===== src/rtl/tag_pool_alloc.sv =====
// Physical-tag free-list allocator: circular FIFO of free tags, filled at init.
// Optional retire protocol checking enabled by defining TAG_POOL_CHECK_EN.
module tag_pool_alloc #(
    parameter int tag_w    = 6,
    parameter bit embedded = 1'b1
) (
    input  logic             clk,
    input  logic             rst,
    output logic             AllocValid,
    input  logic             AllocReady,
    output logic [tag_w-1:0] AllocTag,
    input  logic             RetireEnable,
    input  logic [tag_w-1:0] RetireTag,
    output logic [tag_w:0]   FreeCount,
    output logic             InitDone,
    output logic             RetireErr
);

    localparam int DEPTH    = 2**tag_w;
    localparam int NREG     = embedded ? 16 : 32;
    localparam int FREE_MAX = DEPTH - NREG;

    localparam logic [tag_w-1:0] TAG_FIRST = tag_w'(NREG);
    localparam logic [tag_w-1:0] TAG_LAST  = tag_w'(DEPTH - 1);
    localparam logic [tag_w:0]   CNT_MAX   = (tag_w+1)'(FREE_MAX);
    localparam logic [tag_w:0]   CNT_ONE   = (tag_w+1)'(1);

    typedef enum logic {
        S_INIT,
        S_RUN
    } state_t;

    state_t           r_state;
    logic [tag_w-1:0] r_mem [DEPTH];
    logic [tag_w-1:0] r_rd_ptr;
    logic [tag_w-1:0] r_wr_ptr;
    logic [tag_w-1:0] r_init_cnt;
    logic [tag_w:0]   r_free_cnt;
    logic             r_alloc_valid;
    logic             r_init_done;

    logic             w_run;
    logic             w_fire;
    logic             w_retire;
    logic             w_full;
    logic             w_we;
    logic [tag_w-1:0] w_wdata;
    logic [tag_w:0]   w_cnt_nxt;

    assign w_run  = (r_state == S_RUN);
    assign w_fire = r_alloc_valid & AllocReady;
    assign w_full = (r_free_cnt == CNT_MAX);

`ifdef TAG_POOL_CHECK_EN
    logic [DEPTH-1:0] r_busy;
    logic             r_err;
    logic             w_bad;

    // Busy state is sampled before this cycle's alloc updates it.
    assign w_retire = RetireEnable & w_run & r_busy[RetireTag] & ~w_full;
    assign w_bad    = RetireEnable & ~w_retire;

    always_ff @(posedge clk or negedge rst) begin
        if (!rst) begin
            for (int i = 0; i < DEPTH; i++) begin
                r_busy[i] <= (i < NREG);
            end
            r_err <= 1'b0;
        end else begin
            if (w_fire) begin
                r_busy[AllocTag] <= 1'b1;
            end
            if (w_retire) begin
                r_busy[RetireTag] <= 1'b0;
            end
            r_err <= w_bad;
        end
    end

    assign RetireErr = r_err;
`else
    assign w_retire  = RetireEnable & w_run;
    assign RetireErr = 1'b0;
`endif

    always_comb begin
        w_cnt_nxt = r_free_cnt;
        if (!w_run) begin
            w_cnt_nxt = r_free_cnt + CNT_ONE;
        end else if (w_retire && !w_fire) begin
            w_cnt_nxt = r_free_cnt + CNT_ONE;
        end else if (!w_retire && w_fire) begin
            w_cnt_nxt = r_free_cnt - CNT_ONE;
        end
    end

    assign w_we    = ~w_run | w_retire;
    assign w_wdata = w_run ? RetireTag : r_init_cnt;

    always_ff @(posedge clk) begin
        if (w_we) begin
            r_mem[r_wr_ptr] <= w_wdata;
        end
    end

    always_ff @(posedge clk or negedge rst) begin
        if (!rst) begin
            r_state       <= S_INIT;
            r_rd_ptr      <= '0;
            r_wr_ptr      <= '0;
            r_init_cnt    <= TAG_FIRST;
            r_free_cnt    <= '0;
            r_alloc_valid <= 1'b0;
            r_init_done   <= 1'b0;
        end else begin
            case (r_state)
                S_INIT: begin
                    r_wr_ptr   <= r_wr_ptr + 1'b1;
                    r_init_cnt <= r_init_cnt + 1'b1;
                    r_free_cnt <= w_cnt_nxt;
                    if (r_init_cnt == TAG_LAST) begin
                        r_state       <= S_RUN;
                        r_init_done   <= 1'b1;
                        r_alloc_valid <= (w_cnt_nxt != '0);
                    end
                end
                S_RUN: begin
                    if (w_fire) begin
                        r_rd_ptr <= r_rd_ptr + 1'b1;
                    end
                    if (w_retire) begin
                        r_wr_ptr <= r_wr_ptr + 1'b1;
                    end
                    r_free_cnt    <= w_cnt_nxt;
                    r_alloc_valid <= (w_cnt_nxt != '0);
                end
                default: begin
                    r_state <= S_INIT;
                end
            endcase
        end
    end

    assign AllocValid = r_alloc_valid;
    assign AllocTag   = r_mem[r_rd_ptr];
    assign FreeCount  = r_free_cnt;
    assign InitDone   = r_init_done;

endmodule

===== config.mk =====
export PLATFORM = sky130hd
export DESIGN_NAME = tag_pool_alloc
export DESIGN_NICKNAME = d
export VERILOG_FILES = /design/src/rtl/tag_pool_alloc.sv
export SDC_FILE = /design/constraint.sdc
export NUM_CORES = 1
export LEC_CHECK = 0
export CAP_MARGIN = 20
export CORE_ASPECT_RATIO = 1.2
export CORE_MARGIN = 1
export CORE_UTILIZATION = 62
export DETAILED_ROUTE_END_ITERATION = 6
export GPL_ROUTABILITY_DRIVEN = 0
export PLACE_DENSITY = 0.85
export RECOVER_POWER = 100
export SKIP_LAST_GASP = 1
export SLEW_MARGIN = 20
export SYNTH_ARGS = -nofsm -noshare
export SYNTH_HDL_FRONTEND = slang
export SYNTH_SLANG_ARGS = --single-unit
export TNS_END_PERCENT = 50

===== constraint.sdc =====
create_clock -name clk -period 2.85 [get_ports clk]
set_input_delay 0.57 -clock clk [delete_from_list [all_inputs] [get_ports clk]]
set_output_delay 0.57 -clock clk [all_outputs]
set_load 0.02 [all_outputs]

-- Word level (Yosys, flattened, before mapping)
Memories as Yosys holds them, arrays and structs flattened.
Index checks and enable logic that the tools add are counted.
- register bits: 28
- memory bits (writable): 384
- logic and storage cells: 39
- bits of input ports: 10
- memories kept: 1
- eq/ne operators: 3
- bitwise operators: 4
- muxes and demuxes: 12
- add/sub/neg operators: 5
- reductions and logical operators: 7
- memory list (memory ; depth ; bits a word ; read ports ; clocked after memory_dff ; wr ports ; line ; text):
    r_mem ; 64 ; 6 ; 1 ; 0 ; 1 ; 34 ; logic [tag_w-1:0] r_mem [DEPTH];
- operators by type and width (kind ; number):
    $mux 7 ; 3
    $add 6x1->6 const B ; 3
    $mux 6 ; 2
    $pmux 6 s2 ; 1
    $add 7x1->7 const B ; 1
    $reduce_bool 7->1 ; 1
    $sub 7x1->7 const B ; 1
    $eq 6x6->1 const B ; 1
    $mux 1 ; 5
    $ne 2x1->1 const B ; 2
    $reduce_and 2->1 ; 2
    $and 1x1->1 ; 2
    $logic_and 1x1->1 ; 2
    $logic_not 1->1 ; 2
    $pmux 1 s2 ; 1
    $not 1->1 ; 1
    $or 1x1->1 ; 1

-- Depth between registers and ports, before layout
Gate-level depths: netlist of the first run.
- depth in word-level cells: 9
- mapped depth: 8
- mapped depth without buffers: 7

-- Worst setup path before layout of the first run
No wires, ideal clock.
- path type: flip-flop to output port
- from: register r_rd_ptr[0]
- to: output port AllocTag[4]
- required time: 2.280 ns
- setup slack: 0.439 ns
- cell stages (with the launch flop): 8
- buffers on the path: 2
- arrival: 1.841 ns
- path through: dfrtp_1 buf_6 buf_2 mux4_2 a22oi_1 nand2_1 a22oi_1 o211ai_1
- word-level cells in the longest chain between the ends: 1
- ends and longest elaborated chain (item ; line ; text):
    start: declaration ; 35 ; logic [tag_w-1:0] r_rd_ptr;
    start signal: assignment ; 129 ; r_rd_ptr <= r_rd_ptr + 1'b1;
    $mem_v2 64x6 ; - ;
    end: declaration ; 11 ; output logic [tag_w-1:0] AllocTag,
No other way between the ends.

-- Worst setup path after layout of the first run
Same ends and word-level chain as after synthesis.

==> results of run 1 <==
## synth_stat cells (6+ instances only)
cell type and number:
edfxtp_1 384, buf_6 6, or3_1 6, xnor2_1 12, o21ai_0 9, mux2i_1 10, buf_2 10, mux4_2 93
o211ai_1 11, nand2_1 42, mux2_2 17, clkbuf_1 23, dfrtp_1 27, nor2b_1 8, nor2_1 74, a21oi_1 10
and2_1 8, a22oi_1 30, nand3_1 18
## worst max-delay path by stage
stage | from | depth (start not counted) | endpoint
floorplan | r_rd_ptr[0]$_DFFE_PN0P_ | 7 | AllocTag[4]
global placement | r_rd_ptr[0]$_DFFE_PN0P_ | 7 | AllocTag[0]
detailed placement | r_rd_ptr[0]$_DFFE_PN0P_ | 7 | AllocTag[4]
CTS | r_rd_ptr[0]$_DFFE_PN0P_ | 10 | AllocTag[1]
global route | r_rd_ptr[0]$_DFFE_PN0P_ | 9 | AllocTag[4]
finish | r_rd_ptr[0]$_DFFE_PN0P_ | 9 | AllocTag[4]
## sequential cells by signal, indices dropped and copies added (netlist names)
name	flops
r_state	1
InitDone	1
AllocValid	1
r_rd_ptr	6
r_mem	384
FreeCount	7
r_init_cnt	6
r_wr_ptr	6
## cell type report
cell class / count / area [sq um]
Clock buffer: 54 / 1090
Clock inverter: 13 / 87.6
Fill cell: 1454 / 6880
Inverter: 3 / 11.3
Multi-Input combinational cell: 395 / 4100
Sequential cell: 412 / 12200
Tap cell: 335 / 419
Timing Repair Buffer: 168 / 1350
## cells by family after synthesis
family / Yosys count
flip-flops: 412
other: 1
XOR/XNOR: 14
AND/OR/NAND/NOR: 179
multiplexers: 123
AO/OA/AOI/OAI: 73
buffers and inverters: 52
adder cells (fa/ha/maj): 5
## report_power, final
| part | leakage, nW | internal [mW] | total, mW | switching, mW |
|---|---|---|---|---|
| Clock | 0.581 | 2.77 | 4.90 | 2.13 |
| Sequential | 3.66 | 6.51 | 6.51 | 0 |
| Combinational | 1.65 | 0.0129 | 0.0285 | 0.0156 |
## cells in the final DEF, fill, tap and decap left out, types with 5 or more instances in the layout
master / count
nor2b_1: 8
clkbuf_1: 84
o21ai_0: 9
a21oi_2: 6
xnor2_1: 12
mux2_2: 13
clkdlybuf4s50_1: 7
nand3_1: 17
buf_4: 41
clkinv_2: 7
clkbuf_16: 42
clkbuf_4: 5
a22oi_1: 16
ha_1: 5
and2_0: 5
a22oi_2: 14
buf_6: 7
mux4_2: 94
edfxtp_1: 384
mux2i_1: 7
nand2_1: 41
buf_12: 16
o211ai_1: 11
dlygate4sd3_1: 11
or3_1: 6
nand2b_1: 5
dfrtp_1: 25
nor2_1: 74
## critical path, cell delays in order (launching register included)
cell and delay [ps]:
dfrtp_4 540, buf_6 140, buf_12 130, buf_6 120, mux4_2 440, a22oi_2 250
nand2_1 130, a22oi_2 250, o211ai_1 190, buf_4 200
## what timing repair did
item,in CTS,in global routing
resized for setup,60,17
pin swaps,15,11
endpoints found under the setup margin,6,6
hold buffers,0,0
cloned,4,1
buffers inserted,16,3
## per-layer routing
metal	GRT usage, %	up-vias	routed length, microns
li1	-	3771	-
met1	40.3	4781	14300
met2	51.4	730	20700
met3	6.01	174	4120
met4	13.8	0	2390
met5	0	-	0
==> flow_metrics.env, run 1 <==
export IMPL_status="finished, violations left"
export IMPL_violations="max-capacitance violations, max-slew violations, negative setup slack"
export IMPL_clock_sinks=412
export IMPL_final_min_clock_period_ps=3480
export IMPL_syn_area_sq_um=16500
export IMPL_core_area_sq_um=26200
export IMPL_grt_first_pass_wirelength_microns=60600
export IMPL_final_area_sq_um=19300
export IMPL_grt_setup_unrepaired="true"
export IMPL_rr_worst_depth=4
export IMPL_grt_max_degree=65
export IMPL_crit_fanout=6
export IMPL_synth_edf_count=384
export IMPL_skew_ps=14.3
export IMPL_place_area_sq_um=18000
export IMPL_crit_path_end_kind="primary output"
export IMPL_grt_overflow=0
export IMPL_synth_flop_cell="edfxtp_1"
export IMPL_numPortBuffers=24
export IMPL_syn_num_nets=874
export IMPL_synth_compound_area_share_pct=3.06
export IMPL_final_core_util_pct=73.7
export IMPL_whs_ps=485
export IMPL_setup_viol=6
export IMPL_crit_required_ps=2280
export IMPL_antenna_found_initial=0
export IMPL_syn_to_final_growth_pct=17.0
export IMPL_first_pass_iters=6
export IMPL_synth_xor_area_share_pct=0.743
export IMPL_hp_class="reg2reg"
export IMPL_whs_endpoint="InitDone$_DFFE_PN0P_"
export IMPL_wl_per_cell_microns=30.1
export IMPL_max_freq_ghz=0.287
export IMPL_drc=0
export IMPL_clkLatencyLatePin_ps=530
export IMPL_hold_depth=1
export IMPL_grt_usage_pct=31.1
export IMPL_cts_buffer_depth=3
export IMPL_die_area_sq_um=27300
export IMPL_cts_tree="done"
export IMPL_numCtsBuffers=38
export IMPL_final_cells=1380
export IMPL_worst_ep_arrival_time_ps=2910
export IMPL_h_tree_depth=2
export IMPL_synthArstFlopShare_pct=6.80
export IMPL_drt_iter0_markers=1159
export IMPL_wl_microns=41500
export IMPL_seq_area_frac_synth_pct=74.1
export IMPL_min_period_over_period_pct=122
export IMPL_die_h_microns=181
export IMPL_muxShareOfSynthArea_pct=14.9
export IMPL_drt_antenna_violating_nets=0
export IMPL_synthAdderAreaFrac_pct=0.379
export IMPL_pre_cts_ws_ps=-389
export IMPL_yosys_area_share_simple_pct=5.01
export IMPL_hp_start="InitDone$_DFFE_PN0P_"
export IMPL_totalNegativeSetupSlack_ps=-3250
export IMPL_yosys_register_bits=412
export IMPL_peakVddDrop_mv=0.454
export IMPL_dp_hpwl_microns=22200
export IMPL_leakagePower_nw=5.89
export IMPL_synth_top_area_share_pct=69.9
export IMPL_viasPerCell=6.85
export IMPL_synth_cells=859
export IMPL_vias=9456
export IMPL_drive_gt1_share_pct=25.8
export IMPL_diodes=0
export IMPL_power_total_mw=11.4
export IMPL_yosysUniqueCellTypes=53
export IMPL_cap_violations=1
export IMPL_r2r_end="r_mem[39][2]$_DFFE_PP_"
export IMPL_start_util_pct=63.0
export IMPL_layout_nets=1033
export IMPL_rows=65
export IMPL_ctsRootBufferMaster="clkbuf_16"
export IMPL_tightest_slew_ps=1600
export IMPL_power_density_nw_per_um2=592
export IMPL_critPathKind="reg2out"
export IMPL_synth_area_leader_cell="edfxtp_1"
export IMPL_dp_cells=1291
export IMPL_synth_area_top_cells="edfxtp_1, mux4_2, dfrtp_1"
export IMPL_synth_avg_cell_area_sq_um=19.2
export IMPL_start_kind="register"
export IMPL_yosysWarnings=0
export IMPL_die_w_microns=151
export IMPL_reg2reg_from="r_state$_DFF_PN0_"
export IMPL_synth_top_family_by_area="multiplexers"
export IMPL_ios=26
export IMPL_final_hold_violation_count=0
export IMPL_postLayoutSetupSlackWorst_ps=-635
export IMPL_slew_headroom_pct=-6.58
export IMPL_slew_violations=29
export IMPL_ff2ff_setup_slack_ps=130
export IMPL_cts_clk_slew_worst_paths_ps=70
export IMPL_grt_pass1_vias=9594
No activity file was read; power rests on OpenSTA's default activity.
==> run 2, diff against run 1 <==
==> constraint.sdc (replaced) <==
create_clock -name clk -period 3.95 [get_ports clk]
set_input_delay 0.79 -clock clk [delete_from_list [all_inputs] [get_ports clk]]
set_output_delay 0.79 -clock clk [all_outputs]
set_load 0.02 [all_outputs]
==> flow_metrics.env, run 2 (same netlist as run 1, synthesis figures left out) <==
export IMPL_status="finished, violations left"
export IMPL_violations="max-capacitance violations, max-slew violations, negative setup slack"
export IMPL_drt_iter0_markers=954
export IMPL_antenna_found_initial=0
export IMPL_diodes=0
export IMPL_cpLargestDelayFamily="buffers and inverters"
export IMPL_slew_violations=195
export IMPL_syn_to_final_growth_pct=11.5
export IMPL_cp_slowest_cell="clkdlybuf4s50_1"
export IMPL_cts_clk_slew_worst_paths_ps=60
export IMPL_min_period_over_period_pct=102
export IMPL_postLayoutSetupSlackWorst_ps=-66.7
export IMPL_core_area_sq_um=26200
export IMPL_h_tree_depth=2
export IMPL_ctsRootBufferMaster="clkbuf_16"
export IMPL_hp_class="reg2reg"
export IMPL_cp_cell_sequence="buf_16 -> mux4_2 -> a22oi_1 -> nand2_1 -> a22oi_1 -> nand3_1 -> clkdlybuf4s50_1"
export IMPL_max_freq_ghz=0.249
export IMPL_peakVddDrop_mv=0.319
export IMPL_first_pass_iters=5
export IMPL_clock_sinks=412
export IMPL_critPathBufInv=2
export IMPL_wl_microns=34600
export IMPL_grt_setup_unrepaired="true"
export IMPL_worst_ep_arrival_time_ps=3230
export IMPL_ios=26
export IMPL_setup_viol=3
export IMPL_cts_hold_buffers_added=0
export IMPL_layout_nets=920
export IMPL_tightest_slew_ps=2220
export IMPL_drt_antenna_violating_nets=0
export IMPL_largest_register_ffs=384
export IMPL_power_density_nw_per_um2=445
export IMPL_max_stage_delay_ps=570
export IMPL_crit_required_ps=3160
export IMPL_die_area_sq_um=27300
export IMPL_place_area_sq_um=17200
export IMPL_crit_path_end_kind="primary output"
export IMPL_drive_gt1_share_pct=19.7
export IMPL_numPortBuffers=24
export IMPL_cts_buffer_depth=3
export IMPL_final_min_clock_period_ps=4020
export IMPL_rows=65
export IMPL_start_util_pct=63.0
export IMPL_grt_max_degree=65
export IMPL_vias=8400
export IMPL_cap_violations=3
export IMPL_final_hold_violation_count=0
export IMPL_die_w_microns=151
export IMPL_nFillCells=1544
export IMPL_dp_hpwl_microns=20300
export IMPL_totalNegativeSetupSlack_ps=-185
export IMPL_slew_headroom_pct=-48.1
export IMPL_leakagePower_nw=5.51
export IMPL_cp_common_cell="a22oi_1"
export IMPL_drc=0
export IMPL_grt_overflow=0
export IMPL_numCtsBuffers=38
export IMPL_regMostFlops="r_mem"
export IMPL_layout_commonest_cell="edfxtp_1"
export IMPL_skew_ps=13.4
export IMPL_wl_per_cell_microns=27.3
export IMPL_die_h_microns=181
export IMPL_final_area_sq_um=18400
export IMPL_critPathKind="reg2out"
export IMPL_grt_pass1_vias=8699
export IMPL_crit_fanout=20
export IMPL_mostFrequentLayoutCells="edfxtp_1, mux4_2, nor2_1"
export IMPL_start_kind="register"
export IMPL_clkLatencyLatePin_ps=520
export IMPL_cts_tree="done"
export IMPL_viasPerCell=6.62
export IMPL_grt_first_pass_wirelength_microns=52400
export IMPL_pre_cts_ws_ps=505
export IMPL_grt_usage_pct=26.5
[run 2: power by group]
part / internal, mW / switching [mW] / leakage [nW] / total, mW
logic: 0.00869 / 0.0113 / 1.28 / 0.0200
registers: 4.70 / 0 / 3.66 / 4.70
clock network: 1.97 / 1.51 / 0.570 / 3.47
[run 2: layout make-up]
| type | instances | area (sq um) | area share [%] |
|---|---|---|---|
| inverter | 3 | 11.3 | 0.0612 |
| multi-input combinational | 395 | 3980 | 21.6 |
| sequential | 412 | 12200 | 66.5 |
| clock inverter | 15 | 100 | 0.544 |
| clock buffer | 53 | 1070 | 5.82 |
| timing repair buffer | 55 | 576 | 3.13 |
| tap | 335 | 419 | 2.28 |
[run 2: final timing paths]
kind / slack, ps / end / depth (start not counted) / startpoint
max: -70 / AllocTag[5] / 7 / r_rd_ptr[0]$_DFFE_PN0P_
min: 480 / InitDone$_DFFE_PN0P_ / 1 / InitDone$_DFFE_PN0P_
max reg2reg: 750 / r_mem[46][2]$_DFFE_PP_ / 2 / r_state$_DFF_PN0_
min reg2reg: 480 / InitDone$_DFFE_PN0P_ / 1 / InitDone$_DFFE_PN0P_
max in group asynchronous: 1690 / r_rd_ptr[1]$_DFFE_PN0P_ / 2 / rst
min in group asynchronous: 580 / FreeCount[5]$_DFF_PN0_ / 1 / rst
[run 2: metrics by stage]
stage | power (mW) | std cells | hold slack (ps) | util (%)
after floorplan | 4.80 | 859 | 452 | -
after global placement | 4.81 | 1196 | 464 | 65.5
after detailed placement | 4.81 | 1196 | 465 | 65.5
after CTS | 8.22 | 1268 | 490 | 70.5
after global routing | 8.38 | 1268 | 511 | 70.3
final | 8.19 | 1268 | 481 | 70.3
[run 2: what timing repair did]
item                       CTS  global route
gates cloned                 3             0
resized for setup            3             2
setup buffers                1             0
setup endpoints to repair    6             5
hold endpoints to repair     0             0
[run 2: metal layers]
metal / track usage [%] / vias up / wire length [microns]
li1: - / 3562 / -
met1: 37.0 / 4249 / 12700
met2: 42.8 / 504 / 17600
met3: 4.62 / 85 / 3160
met4: 9.08 / 0 / 1090
met5: 0 / - / 0
